[src/rtl/rf_pkg.sv]
// rf_pkg: shared constants for the calculator register file and its clear sequencer.
//   ST_IDLE / ST_CLEAR : clear-sequencer state encodings (1 bit, legacy-compatible)
//   RF_DATA_W / RF_ADDR_W : default entry and address widths for the calculator datapath
package rf_pkg;
    localparam logic ST_IDLE   = 1'b0;
    localparam logic ST_CLEAR  = 1'b1;
    localparam int   RF_DATA_W = 3;
    localparam int   RF_ADDR_W = 2;
endpackage

[src/rtl/rf_clr_seq.sv]
// rf_clr_seq: FSM that walks a pointer over every register-file entry on a clear request.
//   clk      in   rising-edge clock
//   rst_n    in   asynchronous active-low reset (aborts any sequence in flight)
//   clr_req  in   start request, sampled only while idle
//   busy     out  high for exactly DEPTH cycles while clearing
//   clr_we   out  write strobe for the clear value
//   clr_addr out  entry being cleared this cycle
module rf_clr_seq
    import rf_pkg::*;
#(
    parameter int ADDR_W = RF_ADDR_W
) (
    input  logic              clk,
    input  logic              rst_n,
    input  logic              clr_req,
    output logic              busy,
    output logic              clr_we,
    output logic [ADDR_W-1:0] clr_addr
);
    logic              state_q, state_d;
    logic [ADDR_W-1:0] ptr_q, ptr_d;
    logic              last;
    assign last = ptr_q == {ADDR_W{1'b1}};
    // The pointer rests at 0 while idle, so it never needs to wrap from DEPTH-1.
    always_comb begin
        state_d = state_q == ST_IDLE ? (clr_req ? ST_CLEAR : ST_IDLE) : (last ? ST_IDLE : ST_CLEAR);
        ptr_d   = (state_q == ST_CLEAR && !last) ? ptr_q + 1'b1 : '0;
    end
    always_ff @(posedge clk or negedge rst_n) begin
        if (!rst_n) begin
            state_q <= ST_IDLE;
            ptr_q   <= '0;
        end else begin
            state_q <= state_d;
            ptr_q   <= ptr_d;
        end
    end
    assign busy     = state_q == ST_CLEAR;
    assign clr_we   = busy;
    assign clr_addr = ptr_q;
endmodule

[src/rtl/rf_multiport_clr.sv]
// rf_multiport_clr: 2-read / 1-write register file with optional write bypass and a hardware clear sequence.
//   clk, rst_n        rising-edge clock, asynchronous active-low reset
//   rea, raa, douta   read port A: enable, address, combinational data (0 when disabled)
//   reb, rab, doutb   read port B: same as port A
//   we, wa, din       write port, ignored while a clear is running
//   clr_req           start clearing every entry to CLR_VAL
//   busy              clear sequence in progress
//   wr_drop           registered pulse: a write was rejected in the previous cycle
module rf_multiport_clr
    import rf_pkg::*;
#(
    parameter int                  DATA_W  = RF_DATA_W,
    parameter int                  ADDR_W  = RF_ADDR_W,
    parameter int                  BYPASS  = 1,
    parameter logic [DATA_W-1:0]   CLR_VAL = '0
) (
    input  logic              clk,
    input  logic              rst_n,
    input  logic              rea,
    input  logic [ADDR_W-1:0] raa,
    output logic [DATA_W-1:0] douta,
    input  logic              reb,
    input  logic [ADDR_W-1:0] rab,
    output logic [DATA_W-1:0] doutb,
    input  logic              we,
    input  logic [ADDR_W-1:0] wa,
    input  logic [DATA_W-1:0] din,
    input  logic              clr_req,
    output logic              busy,
    output logic              wr_drop
);
    localparam int DEPTH = 2 ** ADDR_W;
    logic [DATA_W-1:0] mem_q [DEPTH];
    logic [DATA_W-1:0] mem_d [DEPTH];
    logic              wr_drop_q, wr_drop_d;
    logic              clr_we;
    logic [ADDR_W-1:0] clr_addr;
    logic              user_we;
    logic              byp;
    rf_clr_seq #(.ADDR_W(ADDR_W)) u_seq (
        .clk      (clk),
        .rst_n    (rst_n),
        .clr_req  (clr_req),
        .busy     (busy),
        .clr_we   (clr_we),
        .clr_addr (clr_addr)
    );
    assign user_we = we && !busy;
    // Forwarding only applies to writes that will actually land.
    assign byp     = (BYPASS != 0) && user_we;
    always_comb begin
        mem_d = mem_q;
        if (clr_we) mem_d[clr_addr] = CLR_VAL;
        else if (user_we) mem_d[wa] = din;
        wr_drop_d = we && busy;
    end
    always_ff @(posedge clk or negedge rst_n) begin
        if (!rst_n) begin
            mem_q     <= '{default: '0};
            wr_drop_q <= 1'b0;
        end else begin
            mem_q     <= mem_d;
            wr_drop_q <= wr_drop_d;
        end
    end
    assign douta   = !rea ? '0 : (byp && wa == raa) ? din : mem_q[raa];
    assign doutb   = !reb ? '0 : (byp && wa == rab) ? din : mem_q[rab];
    assign wr_drop = wr_drop_q;
endmodule
[config.mk]
export PLATFORM = sky130hd
export DESIGN_NAME = rf_multiport_clr
export DESIGN_NICKNAME = d
export VERILOG_FILES = /design/src/rtl/rf_pkg.sv /design/src/rtl/rf_clr_seq.sv /design/src/rtl/rf_multiport_clr.sv
export SDC_FILE = /design/constraint.sdc
export NUM_CORES = 1
export LEC_CHECK = 0
export CAP_MARGIN = 30
export CORE_UTILIZATION = 25
export DETAILED_ROUTE_END_ITERATION = 12
export SLEW_MARGIN = 20
export SYNTH_ARGS = -nofsm -noshare
export SYNTH_HDL_FRONTEND = slang
export SYNTH_SLANG_ARGS = --single-unit
[constraint.sdc]
create_clock -name clk -period 1.4 [get_ports clk]
set_input_delay 0.14 -clock clk [delete_from_list [all_inputs] [get_ports clk]]
set_output_delay 0.14 -clock clk [all_outputs]
set_load 0.01 [all_outputs]
# Word level (Yosys, flattened, before mapping)
# Cells that the tools add are included.
# word_totals
output_inout_bits	8
wordCells	54
regBits	16
# op_classes
n_bitwise	6
muxes	21
n_eq_ne	3
add_sub_neg	1
reduce_logical	10
order_cmp	6
# ops
op	count
3-bit two-way mux	10
12-bit two-way mux	2
12-bit AND	1
3-bit binary-select mux with 2-bit select	2
12-bit bitwise mux	1
3-bit demux with 2-bit select	2
3-bit greater-or-equal comparator, second input constant	4
12-bit NOT	1
2-bit NOT with 3-bit output	4
1-bit logical AND	7
3-bit by 1-bit less-than comparator with 1-bit output, second input constant	2
2-bit == test	2
1-bit two-way mux	3
2-bit by 1-bit adder with 2-bit output, second input constant	1
2-bit == test, second input constant	1
1-bit logical NOT	2
2-bit two-way mux	1
2-bit nonzero test	1

# Logic depth before layout (Yosys ltp)
# Gate-level depths: netlist (run 1).
# depth
ltp_word	8
depth_mapped	5
depth_no_buf	5

# Cells and area by module
# From an unflattened synthesis (run 1), not the netlist that was laid out.
# unflattened
hier_cells	103
hier_area_um2	1126.1
# by_module_without_submodules
module	n_inst	cells_per_inst	area_each_um2
rf_multiport_clr	1	92	992.2
rf_clr_seq	1	11	133.9

# Least setup slack after synthesis (run 1)
# OpenSTA, ideal clock, no wires.
# synth_path
path_type	reg2out
start	register u_seq.state_q, in the netlist u_seq.busy
end	output port doutb[0]
n_path_buf	1
required_time_ns	1.260
stages_incl_launch_ff	5
arrival_ns	1.191
slack_ns	0.069
cell_sequence	dfrtp_1 buf_2 nor2b_1 nand4_1 a21boi_1
# synth_between
elab_chain_len	5
# synth_lines
element	line_no	text
start: declaration	rf_clr_seq.sv:20	logic state_q, state_d;
start signal: assignment	rf_clr_seq.sv:34	state_q <= state_d;
1-bit logical NOT	rf_multiport_clr.sv:48	assign user_we = we && !busy;
1-bit logical AND	rf_multiport_clr.sv:48	
1-bit logical AND	rf_multiport_clr.sv:67	assign doutb = !reb ? '0 : (byp && wa == rab) ? din : mem_q[rab];
3-bit two-way mux (2 in a row)	rf_multiport_clr.sv:67	
end: declaration	rf_multiport_clr.sv:24	output logic [DATA_W-1:0] doutb,
# No other way between the ends.

# Final worst setup path (run 1)
# layout_path
start	register mem_q[0] in the netlist's numbering
end	output port doutb[0]
# layout_between
elab_chain_len	5
# layout_lines
element	line_no	text
start: declaration	rf_multiport_clr.sv:33	logic [DATA_W-1:0] mem_q [DEPTH];
start signal: assignment	rf_multiport_clr.sv:62	mem_q <= mem_d;
3-bit binary-select mux with 2-bit select	rf_multiport_clr.sv:67	
3-bit two-way mux (not written as such) (2 in a row)	rf_multiport_clr.sv:67	
3-bit two-way mux (2 in a row)	rf_multiport_clr.sv:67	
# No other way between the ends. The select of a mux whose other input is x is not followed.

==> flow_summary.json, run 1 <==
{
  "syn2layout_area_growth_pct": 43.4,
  "vias": 965,
  "critPathLaunchType": "flip-flop",
  "numCtsBuffers": 3,
  "period_share": 1.16,
  "dpl_cell_area_um2": 1480,
  "grt_use_total": 0.124,
  "grt_pass1_vias": 1045,
  "synth_cell_types": 24,
  "vias_per_cell": 4.83,
  "crit_type": "reg -> out",
  "overflow": 0,
  "syn_area_um2": 1140,
  "violations": "setup timing",
  "hold_viol": 0,
  "post_layout_nonfiller_instances": 200,
  "first_pass_iters": 4,
  "maxSlewViolCount": 0,
  "dp_hpwl_mm": 2.14,
  "path_clk_slew_ns": 0.07,
  "portBuffers": 22,
  "htreeDepth": 1,
  "final_area_um2": 1630,
  "status": "finished, violations left",
  "row_count": 24,
  "dieArea_um2": 4830,
  "io_pins": 23,
  "worstMarginPinSlew_ns": 0.449,
  "antenna_found_initial": 0,
  "grt_max_degree": 17,
  "ys_warn_count": 0,
  "drt_wl_total_mm": 2.82,
  "avgSynthCellArea_um2": 10.6,
  "cts_tree": "done",
  "min_period_ns": 1.63,
  "drcViolationCount": 0,
  "hp-class": "in -> async",
  "gp_congestion": 0.796,
  "ctsHoldBuffers": 0,
  "antenna_left": 0,
  "power_density_nw_per_um2": 1340,
  "cp.arrival_ns": 1.49,
  "drt_iter0_markers": 30,
  "die_w_um": 69.5,
  "ys_seq_area_frac": 0.351,
  "netlist.top_cell.by_area": "dfrtp_1",
  "dieHeight_um": 69.5,
  "clock-root-buffer": "clkbuf_8",
  "skew_ns": 0.00450,
  "fin_ws_ns": -0.225,
  "synthTopCellsByArea": "dfrtp_1 (35%), mux4_2 (12%), mux2i_1 (6.1%)",
  "nets": 168,
  "leakagePower_nw": 0.723,
  "crit_fanout": 3,
  "cts.path.max_buffers": 2,
  "synth_fp_nets": 127,
  "start_util": 0.262,
  "rsz0062_at_grt": "yes",
  "yosys_register_bits": 16,
  "final_cell_mix": "buf_4 (21), nand2_1 (17), dfrtp_1 (16)",
  "synth_cells": 108,
  "setup_viol_count_final": 6,
  "fin_hold_ws_ns": 0.206,
  "relSlewSlack": 0.701,
  "cap_violations": 0,
  "yosys.area.top_type_share": 0.351,
  "layout_commonest_cell": "buf_4",
  "grt_pass1_wl_mm": 4.77,
  "dp_cells": 190,
  "max-vdd-ir-drop_mv": 0.663,
  "clk_latency_ns": 0.25,
  "drive_above_1_share": 0.365,
  "crit_path_end_kind": "output pin",
  "fillerInstances": 433,
  "required_ns": 1.26,
  "fmax_mhz": 615,
  "fp.coreArea_um2": 4350,
  "detailedPlace.worstSlack_ns": -0.695,
  "wire_per_inst_um": 14.1,
  "clock-sinks": 16,
  "diodes": 0
}
-- synth_stat cells, drive strengths merged --
master,count
a21boi,6
and2,1
and4bb,1
buf,8
dfrtp,16
ha,4
inv,6
mux2i,7
mux4,6
nand2,17
nand2b,1
nand3,3
nand4,6
nand4b,1
nor2,1
nor2b,2
nor3,1
nor3b,1
o21ai,6
o31ai,6
xnor2,4
xor2,4
-- cell type report --
type                       instances  area [µm²]  area share
clock buffer                       4        55.1      0.0337
sequential                        16         400       0.245
tap                               52        65.1      0.0398
multi-input combinational         78         741       0.453
inverter                           6        22.5      0.0138
timing repair buffer              44         350       0.214
-- power breakdown --
| group | internal [mW] | switching [mW] |
|---|---|---|
| sequential | 0.626 | 0.131 |
| combinational | 0.541 | 0.488 |
| clock | 0.249 | 0.158 |
-- metrics by stage --
| stage | utilization | power, mW | setup TNS (ns) |
|---|---|---|---|
| after floorplan | - | 1.29 | 0 |
| after global placement | 0.339 | 1.63 | -5.97 |
| after detailed placement | 0.339 | 1.66 | -6.64 |
| after CTS | 0.364 | 2.11 | -1.09 |
| after global routing | 0.375 | 2.37 | -1.68 |
| final | 0.375 | 2.19 | -1.10 |
-- per-layer routing --
layer	global-route usage	vias up	part of all wire
li1	-	458	-
met3	0.0262	4	0.053
met4	0.0544	0	0.013
met2	0.215	35	0.51
met1	0.149	468	0.42
met5	0	-	0
-- path summary, 6_finish.rpt --
path | startpoint | to | slack [ns] | cells after the start
max in group asynchronous | rst_n | mem_q[3] | 1.01 | 2
setup reg to reg | u_seq.busy | mem_q[7] | 0.03 | 4
min in group clk | we | wr_drop | 0.39 | 2
hold / removal | rst_n | u_seq.clr_addr[1] | 0.21 | 2
hold reg to reg | u_seq.clr_addr[0] | u_seq.clr_addr[0] | 0.49 | 1
setup / recovery | mem_q[0] | doutb[0] | -0.23 | 4
-- sequential cells by signal (all words and copies together), names as in the netlist --
name / count
wr_drop: 1
mem_q: 12
u_seq.clr_addr: 2
u_seq.busy: 1
-- cells by family (layout without fill, tap and decap cells) --
group,after synthesis,after routing,share of synthesized area
buffers and inverters,14,54,0.0812
XOR/XNOR,8,8,0.0615
flip-flops,16,16,0.351
AO/OA/AOI/OAI,18,18,0.105
adder cells (fa/ha/maj),4,4,0.0439
multiplexers,13,13,0.180
AND/OR/NAND/NOR,35,35,0.177
-- critical path, cell delays in order, from the launching register on --
cell and delay, ns:
dfrtp_1 0.41, mux4_2 0.53, o31ai_4 0.08, a21boi_1 0.08, buf_2 0.14
-- timing repair --
| item | CTS | global route |
|---|---|---|
| gates resized for setup | 43 | 6 |
| endpoints found under the setup margin | 10 | 9 |
| setup buffers | 3 | 3 |
| pin swaps | 7 | 8 |
Note: power is estimated with default switching activity, not from simulation.
==> inputs of run 2 (changes only) <==
--- a/config.mk
+++ b/config.mk
@@ -6,8 +6,10 @@
 export NUM_CORES = 1
 export LEC_CHECK = 0
 export CAP_MARGIN = 30
+export CORE_MARGIN = 5
 export CORE_UTILIZATION = 25
 export DETAILED_ROUTE_END_ITERATION = 12
+export PLACE_DENSITY_LB_ADDON = 0.12
 export SLEW_MARGIN = 20
 export SYNTH_ARGS = -nofsm -noshare
 export SYNTH_HDL_FRONTEND = slang
==> constraint.sdc (replaced) <==
create_clock -name clk -period 1.9 [get_ports clk]
set_input_delay 0.19 -clock clk [delete_from_list [all_inputs] [get_ports clk]]
set_output_delay 0.19 -clock clk [all_outputs]
set_load 0.01 [all_outputs]
==> run 2 against run 1 <==
Compared with the run above: the run now ends clean; critical path depth stayed put; register-to-register slack better by 0.44 ns; setup slack better by 0.31 ns; flip-flop and latch count unchanged; cell count fell by 5.0%; die area increased by 24%.
==> flow_summary.json, run 2 (synthesis gave the netlist of run 1 again) <==
{
  "grt_max_degree": 17,
  "critical_path.max_stage_delay_ns": 0.49,
  "critPathLaunchType": "flip-flop",
  "regMostFlops": "mem_q",
  "syn2layout_area_growth_pct": 35.7,
  "grt_use_total": 0.105,
  "max-vdd-ir-drop_mv": 0.621,
  "vias": 910,
  "dp_cells": 187,
  "required_ns": 1.71,
  "register_area_um2": 400,
  "io_pins": 23,
  "reg2regPathDepth": 4,
  "dieHeight_um": 77.5,
  "clock-sinks": 16,
  "fillerInstances": 461,
  "relSlewSlack": 0.692,
  "hold_viol": 0,
  "first_pass_iters": 4,
  "clk_latency_ns": 0.24,
  "drt_iter0_markers": 31,
  "dp_hpwl_mm": 2.41,
  "drcViolationCount": 0,
  "cp.arrival_ns": 1.62,
  "vias_per_cell": 4.79,
  "die_w_um": 77.5,
  "route.met2.wl_mm": 1.46,
  "fp.coreArea_um2": 4380,
  "cts_tree": "done",
  "gp_congestion": 0.778,
  "crit_fanout": 3,
  "leakagePower_nw": 0.668,
  "row_count": 24,
  "dieArea_um2": 6010,
  "clock-root-buffer": "clkbuf_8",
  "start_util": 0.260,
  "r2r-end": "mem_q[6]",
  "overflow": 0,
  "drt-met1-wl_mm": 1.29,
  "path_cells": "mux4_2 -> o31ai_1 -> a21boi_1 -> dlygate4sd2_1",
  "numCtsBuffers": 3,
  "skew_ns": 0.00221,
  "grt_pass1_wl_mm": 4.93,
  "antenna_left": 0,
  "fin_ws_ns": 0.0896,
  "ff2ff_setup_slack_ns": 0.47,
  "power_density_nw_per_um2": 945,
  "rsz0062_at_grt": "yes",
  "cts_setup_buffers": 0,
  "detailedPlace.worstSlack_ns": -0.318,
  "portBuffers": 22,
  "final_cell_mix": "nand2_1 (17), dfrtp_1 (16), buf_4 (13)",
  "wire_per_inst_um": 15.6,
  "dr_wl_met3_um": 154,
  "maxSlewViolCount": 0,
  "cts.path.max_buffers": 2,
  "nets": 159,
  "htreeDepth": 1,
  "grt_pass1_vias": 962,
  "drive_above_1_share": 0.254,
  "setup_viol_count_final": 0,
  "drt_wl_total_mm": 2.96,
  "post_layout_nonfiller_instances": 190,
  "dpl_cell_area_um2": 1450,
  "path_clk_slew_ns": 0.06,
  "diodes": 0,
  "dr.max_layer_used": "met4",
  "worstMarginPinSlew_ns": 0.462,
  "crit_type": "reg -> out",
  "crit_path_end_kind": "output pin",
  "r2r-start": "u_seq.busy",
  "layout_commonest_cell": "nand2_1",
  "ctsHoldBuffers": 0,
  "period_share": 0.953,
  "status": "finished clean",
  "cap_violations": 0,
  "antenna_found_initial": 0,
  "final_area_um2": 1550,
  "largest_register_ffs": 12,
  "min_period_ns": 1.81,
  "hp-class": "in -> async",
  "multi_input_area_um2": 709,
  "critPathSlowestCell": "mux4_2",
  "fmax_mhz": 552
}
-- run 2: cell types whose count changed in the layout (fill, tap and decap cells not counted), sizes merged --
cell | previous run | this run
dlygate4sd2 | 7 | 10
buf | 28 | 13
clkdlybuf4s15 | 1 | 0
dlymetal6s2s | 0 | 1
clkbuf | 4 | 3
clkdlybuf4s50 | 8 | 11
-- run 2: power breakdown --
part           internal, mW  leakage [nW]  switching, mW
clock                 0.140        0.0216          0.112
combinational         0.325         0.436          0.320
sequential            0.461         0.211          0.103
-- run 2: worst max-delay path by stage --
stage	start	endpoint	slack (ns)
finish	mem_q[5]	doutb[2]	0.09
global route	u_seq.busy	douta[2]	-0.004
CTS	raa[1]	douta[2]	0.02
detailed placement	rab[0]	doutb[0]	-0.32
global placement	rab[0]	doutb[0]	-0.28
floorplan	u_seq.busy	doutb[0]	0.52
-- run 2: timing repair --
action	4_1_cts	5_1_grt
setup endpoints to repair	6	6
pin swaps	0	0
resized for setup	15	6
-- run 2: worst max-delay path: cells and delay by family, from the launching register on --
family,cells,cell delay [ns]
multiplexers,1,0.49
AO/OA/AOI/OAI,2,0.19
buffers and inverters,1,0.29
flip-flops,1,0.41
-- run 2: metrics by stage --
step	TNS (ns)	power (mW)	hold WS [ns]	utilization
finish	0	1.46	0.263	0.353
global placement	-1.61	1.22	0.481	0.331
global route	-0.00423	1.58	0.293	0.353
detailed placement	-1.72	1.22	0.490	0.331
floorplan	0	0.951	-0.106	-
CTS	0	1.47	0.271	0.346
-- run 2: final cells by class --
| type | count | area share |
|---|---|---|
| clock buffer | 3 | 0.0267 |
| inverter | 6 | 0.0146 |
| multi-input combinational | 78 | 0.459 |
| sequential | 16 | 0.259 |
| tap | 52 | 0.0421 |
| timing repair buffer | 35 | 0.199 |
-- run 2: layer usage --
| metal | vias up | track usage |
|---|---|---|
| met5 | - | 0 |
| met3 | 4 | 0.0220 |
| met2 | 25 | 0.176 |
| met1 | 434 | 0.126 |
| met4 | 0 | 0.0550 |
| li1 | 447 | - |
==> inputs of run 3 (changes only) <==
--- a/config.mk
+++ b/config.mk
@@ -6,7 +6,7 @@
 export NUM_CORES = 1
 export LEC_CHECK = 0
 export CAP_MARGIN = 30
-export CORE_MARGIN = 5
+export CORE_MARGIN = 4
 export CORE_UTILIZATION = 25
 export DETAILED_ROUTE_END_ITERATION = 12
 export PLACE_DENSITY_LB_ADDON = 0.12
==> run 3 against run 2 <==
Compared with the run above: flip-flop and latch count did not move; die area fell by 5.1%; clock power fell by 2%; combinational power fell by 1%; total power fell by 0.80%.
==> flow_summary.json, run 3 (synthesis gave the netlist of run 1 again) <==
{
  "final_cell_mix": "nand2_1 (17), dfrtp_1 (16), buf_4 (15)",
  "cts.path.max_buffers": 2,
  "worstMarginPinSlew_ns": 0.311,
  "setup_viol_count_final": 0,
  "dp_hpwl_mm": 2.36,
  "hold_viol": 0,
  "portBuffers": 22,
  "max-vdd-ir-drop_mv": 0.425,
  "fin_ws_ns": 0.0699,
  "crit_type": "reg -> out",
  "start_util": 0.260,
  "relSlewSlack": 0.792,
  "hp-class": "in -> async",
  "crit_fanout": 8,
  "clock-root-buffer": "clkbuf_8",
  "clk_latency_ns": 0.24,
  "first_pass_iters": 4,
  "cp.arrival_ns": 1.64,
  "diodes": 0,
  "cts_tree": "done",
  "largest_register_ffs": 12,
  "drt_wl_total_mm": 2.86,
  "grt_pass1_vias": 997,
  "cts_setup_buffers": 0,
  "io_pins": 23,
  "critPathLaunchType": "flip-flop",
  "drive_above_1_share": 0.229,
  "antenna_left": 0,
  "period_share": 0.963,
  "vias": 913,
  "overflow": 0,
  "path_clk_slew_ns": 0.06,
  "fmax_mhz": 546,
  "grt_pass1_wl_mm": 4.72,
  "power_density_nw_per_um2": 949,
  "crit_path_end_kind": "output pin",
  "layout_commonest_cell": "nand2_1",
  "detailedPlace.worstSlack_ns": -0.283,
  "htreeDepth": 1,
  "wire_per_inst_um": 14.9,
  "dieArea_um2": 5700,
  "maxSlewViolCount": 0,
  "clock-sinks": 16,
  "regMostFlops": "mem_q",
  "status": "finished clean",
  "leakagePower_nw": 0.661,
  "drcViolationCount": 0,
  "rsz0062_at_grt": "yes",
  "grt_use_total": 0.113,
  "row_count": 24,
  "numCtsBuffers": 3,
  "grt_max_degree": 17,
  "skew_ns": 0.00273,
  "required_ns": 1.71,
  "nets": 161,
  "cap_violations": 0,
  "drt_iter0_markers": 26,
  "syn2layout_area_growth_pct": 34.0,
  "min_period_ns": 1.83,
  "ff2ff_setup_slack_ns": 0.61,
  "fillerInstances": 474,
  "vias_per_cell": 4.76,
  "dieHeight_um": 75.5,
  "setup_tns_ns": 0,
  "gp_congestion": 0.704,
  "fp.coreArea_um2": 4380,
  "antenna_found_initial": 0,
  "die_w_um": 75.5
}
[run 3: per-layer routing]
layer  vias up  GRT usage  share of wire
li1        448          -              -
met1       438      0.144           0.45
met2        25      0.196           0.48
met3         2     0.0172          0.060
met4         0     0.0350         0.0049
met5         -          0              0
[run 3: worst paths after layout]
kind                                         from                end  depth (start not counted)
max in group asynchronous                   rst_n  u_seq.clr_addr[0]                          2
worst min-delay path                        rst_n           mem_q[6]                          2
worst max-delay path                   u_seq.busy           douta[1]                          5
min in group clk                          clr_req         u_seq.busy                          3
worst min register to register  u_seq.clr_addr[0]  u_seq.clr_addr[0]                          1
worst max register to register         u_seq.busy           mem_q[6]                          4
[run 3: critical path, stage by stage, from the launching register on]
cell and delay (ns):
dfrtp_1 0.39, nand2b_1 0.14, buf_4 0.17, o31ai_1 0.29, a21boi_1 0.11, dlygate4sd2_1 0.29
[run 3: per-stage QoR]
step | cells | hold WS [ns] | power [mW] | area, µm² | utilization
after floorplan | 108 | -0.106 | 0.951 | 1140 | -
after global placement | 189 | 0.484 | 1.22 | 1470 | 0.335
after detailed placement | 189 | 0.486 | 1.22 | 1470 | 0.335
after CTS | 192 | 0.272 | 1.47 | 1520 | 0.347
after global routing | 192 | 0.302 | 1.57 | 1530 | 0.348
final | 192 | 0.267 | 1.45 | 1530 | 0.348
[run 3: repair_timing]
action,4_1_cts,5_1_grt
cloned,0,0
hold buffers,0,0
resized for setup,15,1
setup endpoints to repair,6,3
[run 3: final cells by class]
type	instances	area [µm²]	share of cell area
multi-input cells	78	679	0.445
flip-flops and latches	16	400	0.262
repair buffers	37	319	0.209
well taps	52	65.1	0.0426
clock buffers	3	41.3	0.0270
inverters	6	22.5	0.0147
[run 3: power by group]
group	internal [mW]	leakage, nW	switching, mW
Combinational	0.319	0.429	0.316
Clock	0.140	0.0216	0.107
Sequential	0.461	0.211	0.106
Total	0.921	0.661	0.529
